===== src/rtl/reset_sequencer_if.sv =====
// Signal bundle between reset_sequencer and the rest of the chip: PLL lock,
// fatal error, per-domain reset requests and acknowledgements, and status.
interface reset_sequencer_if #(
    parameter int NUM_DOMAINS = 8
);
    logic                   pll_locked;
    logic                   fatal_error;
    logic [NUM_DOMAINS-1:0] domain_ready;
    logic [NUM_DOMAINS-1:0] domain_rstn;
    logic                   all_ready;
    logic [2:0]             state;
    logic                   timeout_err;
    logic [1:0]             retry_cnt;

    // Sequencer side.
    modport master (
        input  pll_locked,
        input  fatal_error,
        input  domain_ready,
        output domain_rstn,
        output all_ready,
        output state,
        output timeout_err,
        output retry_cnt
    );

    // Environment side: clock/PLL logic, error sources, domain synchronizers.
    modport slave (
        output pll_locked,
        output fatal_error,
        output domain_ready,
        input  domain_rstn,
        input  all_ready,
        input  state,
        input  timeout_err,
        input  retry_cnt
    );
endinterface


===== src/rtl/reset_sequencer.sv =====
// Releases reset domains one at a time, in index order, once PLL lock has been
// stable. Any loss of lock, fatal error, domain drop-out or ack timeout pulls
// every domain back into reset; repeated timeouts end in a permanent lockout.
module reset_sequencer #(
    parameter int NUM_DOMAINS = 8,
    parameter int LOCK_WAIT   = 64,
    parameter int STAGE_GAP   = 16,
    parameter int ACK_TIMEOUT = 1024,
    parameter int MIN_HOLD    = 32,
    parameter int MAX_RETRY   = 3,
    parameter int CNT_W       = 16
) (
    input  logic              clk,
    input  logic              rstn,
    reset_sequencer_if.master seq_if
);

    localparam int IDX_W = (NUM_DOMAINS > 1) ? $clog2(NUM_DOMAINS) : 1;

    localparam logic [IDX_W-1:0]       LAST_IDX  = IDX_W'(NUM_DOMAINS - 1);
    localparam logic [NUM_DOMAINS-1:0] FIRST_BIT = NUM_DOMAINS'(1);

    // Terminal counts: the counter starts at 0 on state entry, so the event
    // fires on the edge where it holds (N-1), i.e. after exactly N cycles.
    localparam logic [CNT_W-1:0] LOCK_LAST = CNT_W'(LOCK_WAIT - 1);
    localparam logic [CNT_W-1:0] GAP_LAST  = CNT_W'(STAGE_GAP - 1);
    localparam logic [CNT_W-1:0] ACK_LAST  = CNT_W'(ACK_TIMEOUT - 1);
    localparam logic [CNT_W-1:0] HOLD_LAST = CNT_W'(MIN_HOLD - 1);

    localparam logic [1:0] RETRY_LAST = 2'(MAX_RETRY - 1);
    localparam logic [1:0] RETRY_SAT  = 2'(MAX_RETRY);

    typedef enum logic [2:0] {
        ST_HOLD     = 3'd0,
        ST_WAIT_ACK = 3'd1,
        ST_GAP      = 3'd2,
        ST_RUN      = 3'd3,
        ST_FAULT    = 3'd4,
        ST_LOCKOUT  = 3'd5
    } state_e;

    // Input synchronizers.
    logic                   lock_meta_q;
    logic                   lock_s_q;
    logic [NUM_DOMAINS-1:0] ready_meta_q;
    logic [NUM_DOMAINS-1:0] ready_s_q;

    // FSM state and registered outputs.
    state_e                 state_q,  state_d;
    logic [CNT_W-1:0]       cnt_q,    cnt_d;
    logic [IDX_W-1:0]       idx_q,    idx_d;
    logic [NUM_DOMAINS-1:0] rstn_q,   rstn_d;
    logic                   terr_q,   terr_d;
    logic [1:0]             retry_q,  retry_d;
    logic                   all_ready_q;

    // Decode helpers.
    logic [NUM_DOMAINS-1:0] k_bit;
    logic                   ack_k;
    logic [NUM_DOMAINS-1:0] acked;
    logic                   abort;

    assign k_bit = FIRST_BIT << idx_q;
    assign ack_k = |(ready_s_q & k_bit);

    // Two-flop synchronizers for the asynchronous lock and ready inputs.
    always_ff @(posedge clk) begin
        // NOTE: sequential state uses non-blocking assignments so every flop
        // samples pre-edge values; blocking here would collapse the 2-FF chain.
        if (!rstn) begin
            lock_meta_q  <= 1'b0;
            lock_s_q     <= 1'b0;
            ready_meta_q <= '0;
            ready_s_q    <= '0;
        end else begin
            lock_meta_q  <= seq_if.pll_locked;
            lock_s_q     <= lock_meta_q;
            ready_meta_q <= seq_if.domain_ready;
            ready_s_q    <= ready_meta_q;
        end
    end

    // Abort detection: the domains already acknowledged are exactly the set
    // bits of the thermometer code, minus the one still awaiting its ack.
    always_comb begin
        acked = '0;
        if (state_q == ST_WAIT_ACK) begin
            acked = rstn_q & ~k_bit;
        end else if (state_q == ST_GAP || state_q == ST_RUN) begin
            acked = rstn_q;
        end
        abort = seq_if.fatal_error || !lock_s_q || (|(acked & ~ready_s_q));
    end

    // Next-state and next-output logic for the sequencing FSM.
    always_comb begin
        // NOTE: every variable gets its default first, so no branch can leave
        // one unassigned and infer a latch.
        state_d = state_q;
        cnt_d   = cnt_q;
        idx_d   = idx_q;
        rstn_d  = rstn_q;
        terr_d  = terr_q;
        retry_d = retry_q;

        case (state_q)
            ST_HOLD: begin
                // Nothing is released yet; lock loss only restarts the count.
                rstn_d = '0;
                if (seq_if.fatal_error) begin
                    state_d = ST_FAULT;
                    cnt_d   = '0;
                end else if (!lock_s_q) begin
                    cnt_d = '0;
                end else if (cnt_q == LOCK_LAST) begin
                    state_d = ST_WAIT_ACK;
                    cnt_d   = '0;
                    idx_d   = '0;
                    rstn_d  = FIRST_BIT;
                end else begin
                    cnt_d = cnt_q + CNT_W'(1);
                end
            end

            ST_WAIT_ACK: begin
                // Ack is tested before the timeout, so an ack arriving on the
                // timeout cycle wins.
                if (abort) begin
                    state_d = ST_FAULT;
                    cnt_d   = '0;
                    idx_d   = '0;
                    rstn_d  = '0;
                end else if (ack_k) begin
                    cnt_d = '0;
                    if (idx_q == LAST_IDX) begin
                        state_d = ST_RUN;
                        retry_d = '0;
                    end else begin
                        state_d = ST_GAP;
                    end
                end else if (cnt_q == ACK_LAST) begin
                    terr_d  = 1'b1;
                    retry_d = (retry_q != RETRY_SAT) ? retry_q + 2'd1 : retry_q;
                    cnt_d   = '0;
                    idx_d   = '0;
                    rstn_d  = '0;
                    state_d = (retry_q == RETRY_LAST) ? ST_LOCKOUT : ST_FAULT;
                end else begin
                    cnt_d = cnt_q + CNT_W'(1);
                end
            end

            ST_GAP: begin
                // Extending the thermometer by one bit releases exactly one domain.
                if (abort) begin
                    state_d = ST_FAULT;
                    cnt_d   = '0;
                    idx_d   = '0;
                    rstn_d  = '0;
                end else if (cnt_q == GAP_LAST) begin
                    state_d = ST_WAIT_ACK;
                    cnt_d   = '0;
                    idx_d   = idx_q + IDX_W'(1);
                    rstn_d  = (rstn_q << 1) | FIRST_BIT;
                end else begin
                    cnt_d = cnt_q + CNT_W'(1);
                end
            end

            ST_RUN: begin
                if (abort) begin
                    state_d = ST_FAULT;
                    cnt_d   = '0;
                    idx_d   = '0;
                    rstn_d  = '0;
                end
            end

            ST_FAULT: begin
                // Hold everything in reset for MIN_HOLD cycles, then re-qualify lock.
                rstn_d = '0;
                if (cnt_q == HOLD_LAST) begin
                    state_d = ST_HOLD;
                    cnt_d   = '0;
                end else begin
                    cnt_d = cnt_q + CNT_W'(1);
                end
            end

            ST_LOCKOUT: begin
                rstn_d = '0;
            end

            default: begin
                state_d = ST_FAULT;
                cnt_d   = '0;
                idx_d   = '0;
                rstn_d  = '0;
            end
        endcase
    end

    // FSM state register and registered outputs, synchronous active-low reset.
    always_ff @(posedge clk) begin
        if (!rstn) begin
            state_q     <= ST_HOLD;
            cnt_q       <= '0;
            idx_q       <= '0;
            rstn_q      <= '0;
            terr_q      <= 1'b0;
            retry_q     <= '0;
            all_ready_q <= 1'b0;
        end else begin
            state_q     <= state_d;
            cnt_q       <= cnt_d;
            idx_q       <= idx_d;
            rstn_q      <= rstn_d;
            terr_q      <= terr_d;
            retry_q     <= retry_d;
            all_ready_q <= (state_d == ST_RUN);
        end
    end

    assign seq_if.domain_rstn = rstn_q;
    assign seq_if.all_ready   = all_ready_q;
    assign seq_if.state       = state_q;
    assign seq_if.timeout_err = terr_q;
    assign seq_if.retry_cnt   = retry_q;

endmodule

===== src/flat_wrapper.sv =====
// flat-port wrapper written by rule: the top's interface ports become plain ports
module reset_sequencer_flat 
#(
    parameter int NUM_DOMAINS = 8,
    parameter int LOCK_WAIT   = 64,
    parameter int STAGE_GAP   = 16,
    parameter int ACK_TIMEOUT = 1024,
    parameter int MIN_HOLD    = 32,
    parameter int MAX_RETRY   = 3,
    parameter int CNT_W       = 16
)
  (clk, rstn, seq_if_pll_locked, seq_if_fatal_error, seq_if_domain_ready, seq_if_domain_rstn, seq_if_all_ready, seq_if_state, seq_if_timeout_err, seq_if_retry_cnt);
  reset_sequencer_if #(.NUM_DOMAINS(NUM_DOMAINS)) seq_if_i ();
  input  logic clk;
  input  logic rstn;
  input wire logic [$bits(seq_if_i.pll_locked)-1:0] seq_if_pll_locked;
  input wire logic [$bits(seq_if_i.fatal_error)-1:0] seq_if_fatal_error;
  input wire logic [$bits(seq_if_i.domain_ready)-1:0] seq_if_domain_ready;
  output wire logic [$bits(seq_if_i.domain_rstn)-1:0] seq_if_domain_rstn;
  output wire logic [$bits(seq_if_i.all_ready)-1:0] seq_if_all_ready;
  output wire logic [$bits(seq_if_i.state)-1:0] seq_if_state;
  output wire logic [$bits(seq_if_i.timeout_err)-1:0] seq_if_timeout_err;
  output wire logic [$bits(seq_if_i.retry_cnt)-1:0] seq_if_retry_cnt;
  assign seq_if_i.pll_locked = seq_if_pll_locked;
  assign seq_if_i.fatal_error = seq_if_fatal_error;
  assign seq_if_i.domain_ready = seq_if_domain_ready;
  assign seq_if_domain_rstn = seq_if_i.domain_rstn;
  assign seq_if_all_ready = seq_if_i.all_ready;
  assign seq_if_state = seq_if_i.state;
  assign seq_if_timeout_err = seq_if_i.timeout_err;
  assign seq_if_retry_cnt = seq_if_i.retry_cnt;
  reset_sequencer #(.NUM_DOMAINS(NUM_DOMAINS), .LOCK_WAIT(LOCK_WAIT), .STAGE_GAP(STAGE_GAP), .ACK_TIMEOUT(ACK_TIMEOUT), .MIN_HOLD(MIN_HOLD), .MAX_RETRY(MAX_RETRY), .CNT_W(CNT_W)) u_core (.clk(clk), .rstn(rstn), .seq_if(seq_if_i));
endmodule

===== config.mk =====
export PLATFORM = sky130hd
export DESIGN_NAME = reset_sequencer_flat
export DESIGN_NICKNAME = d
export VERILOG_FILES = /design/src/rtl/reset_sequencer_if.sv /design/src/rtl/reset_sequencer.sv /design/src/flat_wrapper.sv
export SDC_FILE = /design/constraint.sdc
export NUM_CORES = 1
export LEC_CHECK = 0
export BUFFER_PORTS_ARGS = -buffer_cell sky130_fd_sc_hd__buf_2
export CELL_PAD_IN_SITES_DETAIL_PLACEMENT = 1
export CELL_PAD_IN_SITES_GLOBAL_PLACEMENT = 1
export CORE_MARGIN = 3
export CORE_UTILIZATION = 29
export CTS_BUF_LIST = sky130_fd_sc_hd__clkbuf_16
export CTS_CLUSTER_SIZE = 25
export DETAILED_ROUTE_END_ITERATION = 7
export HOLD_SLACK_MARGIN = 0.1
export PLACE_DENSITY_LB_ADDON = 0.08
export SYNTH_ARGS = -nofsm -noshare
export SYNTH_HDL_FRONTEND = slang
export SYNTH_SLANG_ARGS = --single-unit

===== constraint.sdc =====
create_clock -name clk -period 6.68 [get_ports clk]
set_clock_uncertainty 0.05 [all_clocks]
set_input_delay 1.67 -clock clk [delete_from_list [all_inputs] [get_ports clk]]
set_output_delay 1.67 -clock clk [all_outputs]
set_load 0.1 [all_outputs]

==> out/results.ini, run 1 <==
[cells_and_area]
final_nets = 352
fill_cells = 1043
syn2layout_area_growth_pct = 12.11
register_area_um2 = 1041
multi_input_area_um2 = 1489
fin_cells = 440
drive_gt1_frac = 0.1596
antenna_cells = 0

[cts]
htree_levels = 2
cts_buffers = 5
ctsResizeCount = 0
cts_tree = built
hold_buffers = 0
cts_post_setup_buffers_inserted = 0
cts_root_buffer = clkbuf_16
insertion_delay_ps = 290
cts_num_sinks = 52
clk_pin_slew_ps = 70
cts_buffer_depth = 2

[pwr]
cellInternalPower_w = 0.0004737
leakagePower_nw = 1.141
sequentialPowerShare = 0.511
power.switching_w = 0.0001576
p_per_area_nw_per_um2 = 208.8
p_total_w = 0.0006314
switching_share = 0.2497
p_comb_frac = 0.056
pwr-share-clk = 0.433
peakVddDrop_uv = 114.2

[sta]
fmax_mhz = 273.3
post-route-period-util = 0.5477
min_period_ps = 3659
fin_tns_setup_ps = 0
rsz0062_at_grt = no
setup_violations = 0
maxSlewHeadroom = 0.4362
final-max-slew-violation-count = 0
tightestPinTransition_ps = 844.5
hold_ws_ps = 386.0
hold_viol_final = 0

[drt]
drt_wl_total_um = 7251
drt-initial-drc-count = 67
drc_errors = 0
detail-route-antenna-nets = 0
wire_per_inst_um = 16.48
vias_per_cell = 5.280
detail_route.first_pass.iterations = 4
num_vias = 2323

[yosys]
netlist_instances = 314
syn-cell-area_um2 = 2698
ys.flop_type = dfxtp_1
yosys-top-cells-area = dfxtp_1, and2_1, ha_1, nand2_1, nand3_1
ys_top_cells_by_count = dfxtp_1, nand2_1, nor2_1, and2_1, inv_1
syn_avg_cell_area_um2 = 8.591
synthArstFlopShare = 0
synth_cell_type_count = 60
yosysWarnings = 0
synth.most_common_cell = dfxtp_1
synth_edf_count = 0
synth_seq_area_share = 0.3859
synth_top_area_share = 0.3859
synth_fp_nets = 335
ys_seq_elements = 52
yosys.area.top_type = dfxtp_1

[global_route]
grt_max_degree = 48
gr-usage-all-layers = 0.1480
grt_pass1_vias = 2277
antenna_found_initial = 0
grt_overflow = 0
grt_pass1_wl_um = 12160

[placement]
io_buffers = 26
gp_congestion = 0.7443
dp_cells = 432
hpwlAfterDp_um = 5372

[worst_setup_path]
regToRegSetupSlack_ps = 3640
cp_max_fo = 18
arrival_ps = 3820
r2r-start = u_core.seq_if.state[1]
worstSetupEndpointType = register
r2r_cells = 7
cp-start-kind = primary input
critical_path_class = primary input to register
r2r-end = u_core.cnt_q[3]
crit_required_ps = 6840

[min_path]
worstHoldPathCells = 1
min_to = u_core.lock_s_q
hold_path.class = register to register
worstHoldStart = u_core.lock_meta_q

[flow_run]
cap_violations = 0

[floorplan]
core_area_um2 = 8891
die_h_um = 102.4
rows = 34
initial_utilization = 0.3034
die_x_um = 102.4
io_pins = 27
die-area_um2 = 10500

[outcome]
status = complete, no violations

[cell families (layout without fill, tap and decap cells)]
group | Yosys count | count (layout) | share of synthesized area
XOR/XNOR | 2 | 2 | 0.006495
adder cells (fa/ha/maj) | 9 | 9 | 0.04174
AO/OA/AOI/OAI | 77 | 77 | 0.2152
buffers and inverters | 36 | 54 | 0.06215
multiplexers | 2 | 2 | 0.007885
flip-flops | 52 | 52 | 0.3859
AND/OR/NAND/NOR | 136 | 136 | 0.2806
[cell type report]
type / count / share of cell area
clock buffer: 5 / 0.04137
clock inverter: 3 / 0.009516
inverter: 20 / 0.02482
multi-input combinational: 226 / 0.4923
sequential: 52 / 0.3442
tap: 108 / 0.04468
timing repair buffer: 26 / 0.04303
[power by group through the flow]
stage               Combinational (W)  Sequential (W)  Clock [W]
finish                      0.0000354        0.000323   0.000273
global route                0.0000398        0.000324   0.000299
CTS                         0.0000358        0.000323   0.000285
detailed placement          0.0000356        0.000330          0
global placement            0.0000351        0.000330          0
floorplan                   0.0000240        0.000332          0
[registers in the layout, indices dropped and copies added, names as in the netlist]
name,cells
u_core.ready_s_q,8
u_core.lock_meta_q,1
u_core.lock_s_q,1
u_core.seq_if.timeout_err,1
u_core.idx_q,3
u_core.ready_meta_q,8
u_core.cnt_q,16
u_core.seq_if.retry_cnt,2
u_core.seq_if.domain_rstn,8
u_core.seq_if.all_ready,1
u_core.seq_if.state,3
[layout by cell type (no fill, tap or decap), types with 5 or more instances in the layout]
cell type and count:
a21oi_1 13, a22o_1 7, a31oi_1 11, and2_1 21, buf_2 26, clkbuf_16 5
dfxtp_1 52, ha_1 9, inv_1 20, nand2_1 26, nand2b_1 5, nand3_1 18
nor2_1 24, nor2b_1 5, o21ai_0 8, o21ai_1 6
[metal layers]
| metal | vias to the layer above | global-route usage | share of wire |
|---|---|---|---|
| li1 | 1158 | - | - |
| met1 | 1126 | 0.2277 | 0.54 |
| met2 | 35 | 0.2135 | 0.42 |
| met3 | 4 | 0.02662 | 0.032 |
| met4 | 0 | 0.03128 | 0.0077 |
| met5 | - | 0 | 0 |
[critical path, cell delays in order]
cell and delay [ps]:
buf_2 110, nor3b_1 250, o311ai_1 170, or2_0 400, o31ai_4 740, o21ai_1 270
a21oi_1 210
[through the flow]
step	utilization	area, µm²	setup slack, ps
after detailed placement	0.3228	2870	2685
after CTS	0.3401	3024	2991
after global routing	0.3401	3024	2786
final	0.3401	3024	3021
after floorplan	-	2698	3402
after global placement	0.3228	2870	2809
[how the worst max path moves through the flow]
stage | startpoint | slack, ps | cells after the start | endpoint
detailed placement | seq_if_fatal_error | 2690 | 7 | u_core.cnt_q[3]
global placement | seq_if_fatal_error | 2810 | 7 | u_core.cnt_q[5]
floorplan | seq_if_fatal_error | 3400 | 8 | u_core.cnt_q[0]
finish | seq_if_fatal_error | 3020 | 7 | u_core.cnt_q[3]
CTS | seq_if_fatal_error | 2990 | 7 | u_core.cnt_q[3]
global route | seq_if_fatal_error | 2790 | 7 | u_core.cnt_q[3]
Power figures use the tool's default switching activity.
==> run 2: changes to the inputs <==
==> constraint.sdc (replaced) <==
create_clock -name clk -period 3.65 [get_ports clk]
set_clock_uncertainty 0.05 [all_clocks]
set_input_delay 0.9125 -clock clk [delete_from_list [all_inputs] [get_ports clk]]
set_output_delay 0.9125 -clock clk [all_outputs]
set_load 0.1 [all_outputs]
==> out/results.ini, run 2 (synthesized netlist as in run 1, its figures left out) <==
[sta]
rsz0062_at_grt = no
final-max-slew-violation-count = 0  ; unchanged
post-route-period-util = 0.8288
fmax_mhz = 330.6
maxSlewHeadroom = 0.4336  ; -0.002605
fin_tns_setup_ps = 0  ; unchanged
tightestPinTransition_ps = 848.4  ; +3.902 ps
setup_violations = 0  ; unchanged
min_period_ps = 3025
hold_viol_final = 0  ; unchanged

[worst_setup_path]
cp_num_buf_inv = 0  ; -1
cp_max_fo = 21  ; +3
arrival_ps = 3200  ; -620 ps
worstSetupEndpointType = register
cp-startpoint = u_core.seq_if.state[1]
path_cells = a21oi_1 > o32ai_1 > or2_0 > o32ai_4 > or4_1 > a21oi_1
slowest_delay_ps = 880  ; +140 ps
worst_path_most_repeated_cell = a21oi_1
r2r-start = u_core.seq_if.state[1]
r2r_cells = 6  ; -1
cp_slowest_cell = dfxtp_1
cp-start-kind = register
crit_required_ps = 3830  ; -3010 ps
critPathTopFamily = simple AND/OR/NAND/NOR gates
critical_path_class = register to register
regToRegSetupSlack_ps = 620  ; -3020 ps
r2r-end = u_core.cnt_q[15]

[pwr]
switching_share = 0.2527  ; +0.003000
p_comb_frac = 0.058  ; +0.002
power.switching_w = 0.0002939  ; +86%
p_total_w = 0.001163  ; +84%
leakagePower_nw = 1.156  ; +1.3%
p_per_area_nw_per_um2 = 381.7  ; +83%
peakVddDrop_uv = 215.8  ; +89%
sequentialPowerShare = 0.508  ; -0.003
pwr-share-clk = 0.434  ; about the same
cellInternalPower_w = 0.0008691  ; +83%

[cells_and_area]
final_nets = 355  ; +0.85%
syn2layout_area_growth_pct = 12.94
drive_gt1_frac = 0.1672  ; +0.007526
registers.top_by_ff_count = u_core.cnt_q
multi_input_area_um2 = 1489  ; unchanged
final_cell_mix = dfxtp_1, nand2_1, buf_2, nor2_1, and2_1
largest_register_ff_count = 16  ; unchanged
antenna_cells = 0  ; unchanged
final_common_cell = dfxtp_1
fill_cells = 1043  ; unchanged
design_area_um2 = 3047  ; +0.74%
register_area_um2 = 1041  ; unchanged

[global_route]
grtUsageMet2 = 0.2095  ; -0.003972
grt_use_met3 = 0.02253  ; -0.004096
grt_pass1_vias = 2255  ; -0.97%
grt_overflow = 0  ; unchanged
busiest_layer = met1
gr-usage-all-layers = 0.1462  ; -0.001734
use_met1 = 0.2275  ; about the same
grt_pass1_wl_um = 12020  ; -1.1%
antenna_found_initial = 0  ; unchanged
grt_max_degree = 47  ; -2.1%

[drt]
drc_errors = 0  ; unchanged
vias_per_cell = 5.228  ; -0.98%
wire_per_inst_um = 16.78  ; +1.8%
detail_route.first_pass.iterations = 4  ; unchanged
drt_wl_total_um = 7435  ; +2.5%
detail-route-antenna-nets = 0  ; unchanged
num_vias = 2316  ; -0.30%
drt-initial-drc-count = 134  ; +100%

[placement]
postPlaceCellArea_um2 = 2893  ; +0.78%
gp_congestion = 0.7385  ; -0.78%
io_buffers = 26  ; unchanged
hpwlAfterDp_um = 5478  ; +2.0%

[cts]
insertion_delay_ps = 290  ; about the same
clk_pin_slew_ps = 80  ; about the same
ctsResizeCount = 0  ; unchanged
hold_buffers = 0  ; unchanged
cts_num_sinks = 52  ; unchanged
htree_levels = 2  ; unchanged
cts_buffers = 5  ; unchanged
cts_root_buffer = clkbuf_16
cts_buffer_depth = 2  ; unchanged
cts_tree = built
cts_post_setup_buffers_inserted = 0  ; unchanged

[outcome]
status = complete, no violations

[min_path]
worstHoldPathCells = 1  ; unchanged
min_to = u_core.ready_s_q[2]
worstHoldStart = u_core.ready_meta_q[2]
hold_path.class = register to register

[flow_run]
cap_violations = 0  ; unchanged

[floorplan]
die_x_um = 102.4  ; unchanged
initial_utilization = 0.3034  ; unchanged
core_area_um2 = 8891  ; unchanged
rows = 34  ; unchanged
die-area_um2 = 10500  ; unchanged
io_pins = 27  ; unchanged
die_h_um = 102.4  ; unchanged

run 2: cell types whose count changed in the layout (fill, tap and decap cells not counted):
cell / delta
buf_4: +3
run 2: layout make-up:
cell class,count,share of cell area
inverter,20,0.02464
timing repair buffer,29,0.05010
clock buffer,5,0.04107
tap,108,0.04435
clock inverter,3,0.009446
multi-input combinational,226,0.4887
sequential,52,0.3417
run 2: stage by stage:
| stage | worst slack [ps] | utilization | instances | hold WS, ps |
|---|---|---|---|---|
| after floorplan | 785.1 | - | 314 | 361.9 |
| after global placement | 626.3 | 0.3254 | 435 | 365.9 |
| after detailed placement | 484.0 | 0.3254 | 435 | 372.1 |
| after CTS | 681.1 | 0.3427 | 443 | 391.7 |
| after global routing | 415.8 | 0.3427 | 443 | 398.0 |
| final | 624.9 | 0.3427 | 443 | 389.7 |
run 2: worst max path at each step:
stage / endpoint / slack [ps] / cells past startpoint
final: u_core.cnt_q[15] / 620 / 6
after global routing: u_core.cnt_q[8] / 420 / 7
after CTS: u_core.cnt_q[15] / 680 / 6
after detailed placement: u_core.cnt_q[8] / 480 / 7
after global placement: u_core.cnt_q[11] / 630 / 7
after floorplan: u_core.cnt_q[15] / 790 / 8
run 2: power by group through the flow:
stage | Combinational [W] | Clock (W) | Sequential [W]
after floorplan | 0.0000439 | 0 | 0.000607
after global placement | 0.0000671 | 0 | 0.000604
after detailed placement | 0.0000674 | 0 | 0.000605
after CTS | 0.0000679 | 0.000527 | 0.000591
after global routing | 0.0000755 | 0.000545 | 0.000593
final | 0.0000674 | 0.000504 | 0.000591
run 2: metal layers:
metal  share of wire  up-vias  routed length (µm)
met1            0.56     1125                4186
met3           0.022        5                 163
met4          0.0078        0                  58
met5               0        -                   0
met2            0.41       22                3027
li1                -     1164                   -
==> run 3: changes to the inputs <==
--- a/config.mk
+++ b/config.mk
@@ -5,6 +5,7 @@
 export SDC_FILE = /design/constraint.sdc
 export NUM_CORES = 1
 export LEC_CHECK = 0
+export ABC_AREA = 1
 export BUFFER_PORTS_ARGS = -buffer_cell sky130_fd_sc_hd__buf_2
 export CELL_PAD_IN_SITES_DETAIL_PLACEMENT = 1
 export CELL_PAD_IN_SITES_GLOBAL_PLACEMENT = 1
==> constraint.sdc (replaced) <==
create_clock -name clk -period 2.7 [get_ports clk]
set_clock_uncertainty 0.05 [all_clocks]
set_input_delay 0.675 -clock clk [delete_from_list [all_inputs] [get_ports clk]]
set_output_delay 0.675 -clock clk [all_outputs]
set_load 0.1 [all_outputs]
==> out/results.ini, run 3 <==
[global_route]
antenna_found_initial = 0  ; unchanged
grt_overflow = 0  ; unchanged
gr-usage-all-layers = 0.1826  ; +0.03641
grt_max_degree = 28  ; -40%
grt_pass1_vias = 3872  ; +72%
grt_pass1_wl_um = 19470  ; +62%

[pwr]
pwr-share-clk = 0.432  ; -0.002
leakagePower_nw = 2.039  ; +76%
power.switching_w = 0.0004178  ; +42%
sequentialPowerShare = 0.499  ; -0.009
p_comb_frac = 0.068  ; +0.010
cellInternalPower_w = 0.001163  ; +34%
p_per_area_nw_per_um2 = 395.9  ; +3.7%
switching_share = 0.2643  ; +0.01159
peakVddDrop_uv = 266.9  ; +24%

[drt]
detail_route.first_pass.iterations = 4  ; unchanged
wire_per_inst_um = 15.32  ; -8.7%
detail-route-antenna-nets = 0  ; unchanged
drt_wl_total_um = 11620  ; +56%
num_vias = 3738  ; +61%
drc_errors = 0  ; unchanged
drt-initial-drc-count = 125  ; -6.7%
vias_per_cell = 4.931  ; -5.7%

[sta]
fmax_mhz = 429.0  ; +30%
rsz0062_at_grt = no
fin_tns_setup_ps = 0  ; unchanged
setup_violations = 0  ; unchanged
hold_viol_final = 0  ; unchanged
min_period_ps = 2331  ; -694.1 ps
tightestPinTransition_ps = 620.4  ; -228.1 ps
post-route-period-util = 0.8633  ; +0.03452
final-max-slew-violation-count = 0  ; unchanged
hold_ws_ps = 366.2  ; -23.52 ps
maxSlewHeadroom = 0.5849  ; +0.1512

[yosys]
syn-cell-area_um2 = 3552  ; +32%
synth_fa_ha_area_frac = 0.03170  ; -0.01004
netlist_instances = 588  ; +87%
yosys-top-cells-area = dfxtp_1, nand2_1, nand3_1, nor2_1, inv_1
synth_cell_type_count = 38  ; -37%
synth-compound-area-share = 0.07362  ; -0.1416
yosys.area.top_type = dfxtp_1
synth_top_area_share = 0.2931  ; -0.09284
ys.flop_type = dfxtp_1
syn_avg_cell_area_um2 = 6.041  ; -30%
synth.most_common_cell = nand2_1
synth_xor_area_frac = 0.007397  ; +0.0009035
muxShareOfSynthArea = 0  ; -0.007885
synth_top_family_by_area = simple AND/OR/NAND/NOR gates
synth_fp_nets = 609  ; +82%
ys_seq_elements = 52  ; unchanged
yosysWarnings = 0  ; unchanged
synth-simple-area-share = 0.4723  ; +0.1917
synthArstFlopShare = 0  ; unchanged
synth_edf_count = 0  ; unchanged
synth_seq_area_share = 0.2931  ; -0.09284
ys_top_cells_by_count = nand2_1, nor2_1, inv_1, nand3_1, dfxtp_1

[worst_setup_path]
regToRegSetupSlack_ps = 370  ; -260 ps
slowest_delay_ps = 390  ; -490 ps
cp_slowest_cell = dfxtp_1
crit_required_ps = 2890  ; -940 ps
path_cells = ha_1 > ha_1 > inv_1 > nand3_1 > nand2_1 > nand2_1 > nand2_1 > nor2_4 > nand2_4 > inv_4 > buf_4 > nand3_1 > nand2_1 > nor2_1 > a21oi_1
worstSetupEndpointType = register
r2r-start = u_core.idx_q[0]
cp_max_fo = 20  ; -4.8%
arrival_ps = 2520  ; -680 ps
r2r_cells = 15  ; +9
critical_path_class = register to register
r2r-end = u_core.cnt_q[3]
worst_path_most_repeated_cell = nand2_1
cp_num_buf_inv = 3  ; +3
critPathTopFamily = simple AND/OR/NAND/NOR gates
cp-start-kind = register

[placement]
gp_congestion = 0.8814  ; +19%
io_buffers = 26  ; unchanged
hpwlAfterDp_um = 8830  ; +61%

[floorplan]
initial_utilization = 0.3033  ; about the same
rows = 39  ; +15%
die-area_um2 = 13610  ; +30%
core_area_um2 = 11710  ; +32%
die_h_um = 116.7  ; +14%
io_pins = 27  ; unchanged
die_x_um = 116.7  ; +14%

[cells_and_area]
syn2layout_area_growth_pct = 12.43
final_cell_mix = nand2_1, nor2_1, inv_1, nand3_1, dfxtp_1
final_common_cell = nand2_1
largest_register_ff_count = 16  ; unchanged
drive_gt1_frac = 0.1171  ; -0.05009
antenna_cells = 0  ; unchanged
registers.top_by_ff_count = u_core.cnt_q
final_nets = 635  ; +79%

[cts]
cts_buffer_depth = 2  ; unchanged
cts_post_setup_buffers_inserted = 0  ; unchanged
htree_levels = 2  ; unchanged
cts_root_buffer = clkbuf_16
hold_buffers = 0  ; unchanged
cts_tree = built
insertion_delay_ps = 300  ; about the same
cts_num_sinks = 52  ; unchanged
ctsResizeCount = 0  ; unchanged
cts_buffers = 5  ; unchanged
clk_pin_slew_ps = 80  ; about the same

[min_path]
min_to = u_core.ready_s_q[7]
hold_path.class = register to register
worstHoldPathCells = 2  ; +1
worstHoldStart = u_core.ready_meta_q[7]

[flow_run]
cap_violations = 0  ; unchanged

[outcome]
status = complete, no violations

[run 3: changes by cell type in the layout (fill, tap and decap cells not counted), moves of 7 or more]
| cell | before | now |
|---|---|---|
| nand4_1 | 4 | 21 |
| nand3_1 | 18 | 62 |
| nor2_1 | 24 | 82 |
| and2_1 | 21 | 0 |
| a31oi_1 | 11 | 1 |
| buf_4 | 3 | 14 |
| a22o_1 | 7 | 0 |
| nand2_1 | 26 | 174 |
| nor3_1 | 4 | 15 |
| inv_1 | 20 | 75 |
| a21oi_1 | 13 | 30 |
[run 3: layer usage]
layer  global-route usage  vias to the layer above  part of all wire
li1                     -                     1912                 -
met2               0.3303                       38              0.51
met5                    0                        -                 0
met3              0.02383                       19             0.020
met1               0.2251                     1769              0.45
met4              0.05505                        0             0.021
[run 3: worst min-delay path, delay by kind of cell (launching register included)]
kind          cells  cell delay [ps]
simple gates      1               50
flops             1              310
buf+inv           1               40
[run 3: stage by stage]
stage	total power, W	worst slack, ps	cell area (µm²)	std cells	util
floorplan	0.0008735	215.4	3552	588	-
global placement	0.0009161	392.4	3844	750	0.3282
detailed placement	0.0009173	353.4	3844	750	0.3282
CTS	0.001618	346.3	3994	758	0.3410
global route	0.001651	87.40	3994	758	0.3410
finish	0.001581	369.1	3994	758	0.3410
[run 3: power groups by stage]
stage                     registers [W]  clock network [W]  logic (W)
after floorplan                0.000812                  0  0.0000618
after global placement         0.000808                  0   0.000109
after detailed placement       0.000807                  0   0.000110
after CTS                      0.000789           0.000719   0.000110
after global routing           0.000791           0.000739   0.000120
final                          0.000789           0.000684   0.000108
[run 3: layout make-up]
type / instances / area (µm²)
timing repair buffer: 40 / 235.2
multi-input combinational: 433 / 2078
clock buffer: 5 / 125.1
fill: 1576 / 7717
tap: 143 / 178.9
sequential: 52 / 1041
inverter: 82 / 310.3
clock inverter: 3 / 25.02
[run 3: worst max path at each step]
stage                                start                            to  slack [ps]  cells after the start
floorplan           u_core.seq_if.state[2]  u_core.seq_if.domain_rstn[3]         220                     13
global route               u_core.idx_q[0]               u_core.cnt_q[3]          90                     15
global placement        seq_if_fatal_error               u_core.cnt_q[5]         390                     11
CTS                        u_core.idx_q[0]               u_core.cnt_q[3]         350                     15
finish                     u_core.idx_q[0]               u_core.cnt_q[3]         370                     15
detailed placement      seq_if_fatal_error               u_core.cnt_q[3]         350                     11
[run 3: cell families (layout without fill, tap and decap cells)]
group / count (synthesis) / in the layout
flip-flops: 52 / 52
XOR/XNOR: 3 / 3
AO/OA/AOI/OAI: 47 / 47
adder cells (fa/ha/maj): 9 / 9
buffers and inverters: 103 / 130
AND/OR/NAND/NOR: 374 / 374
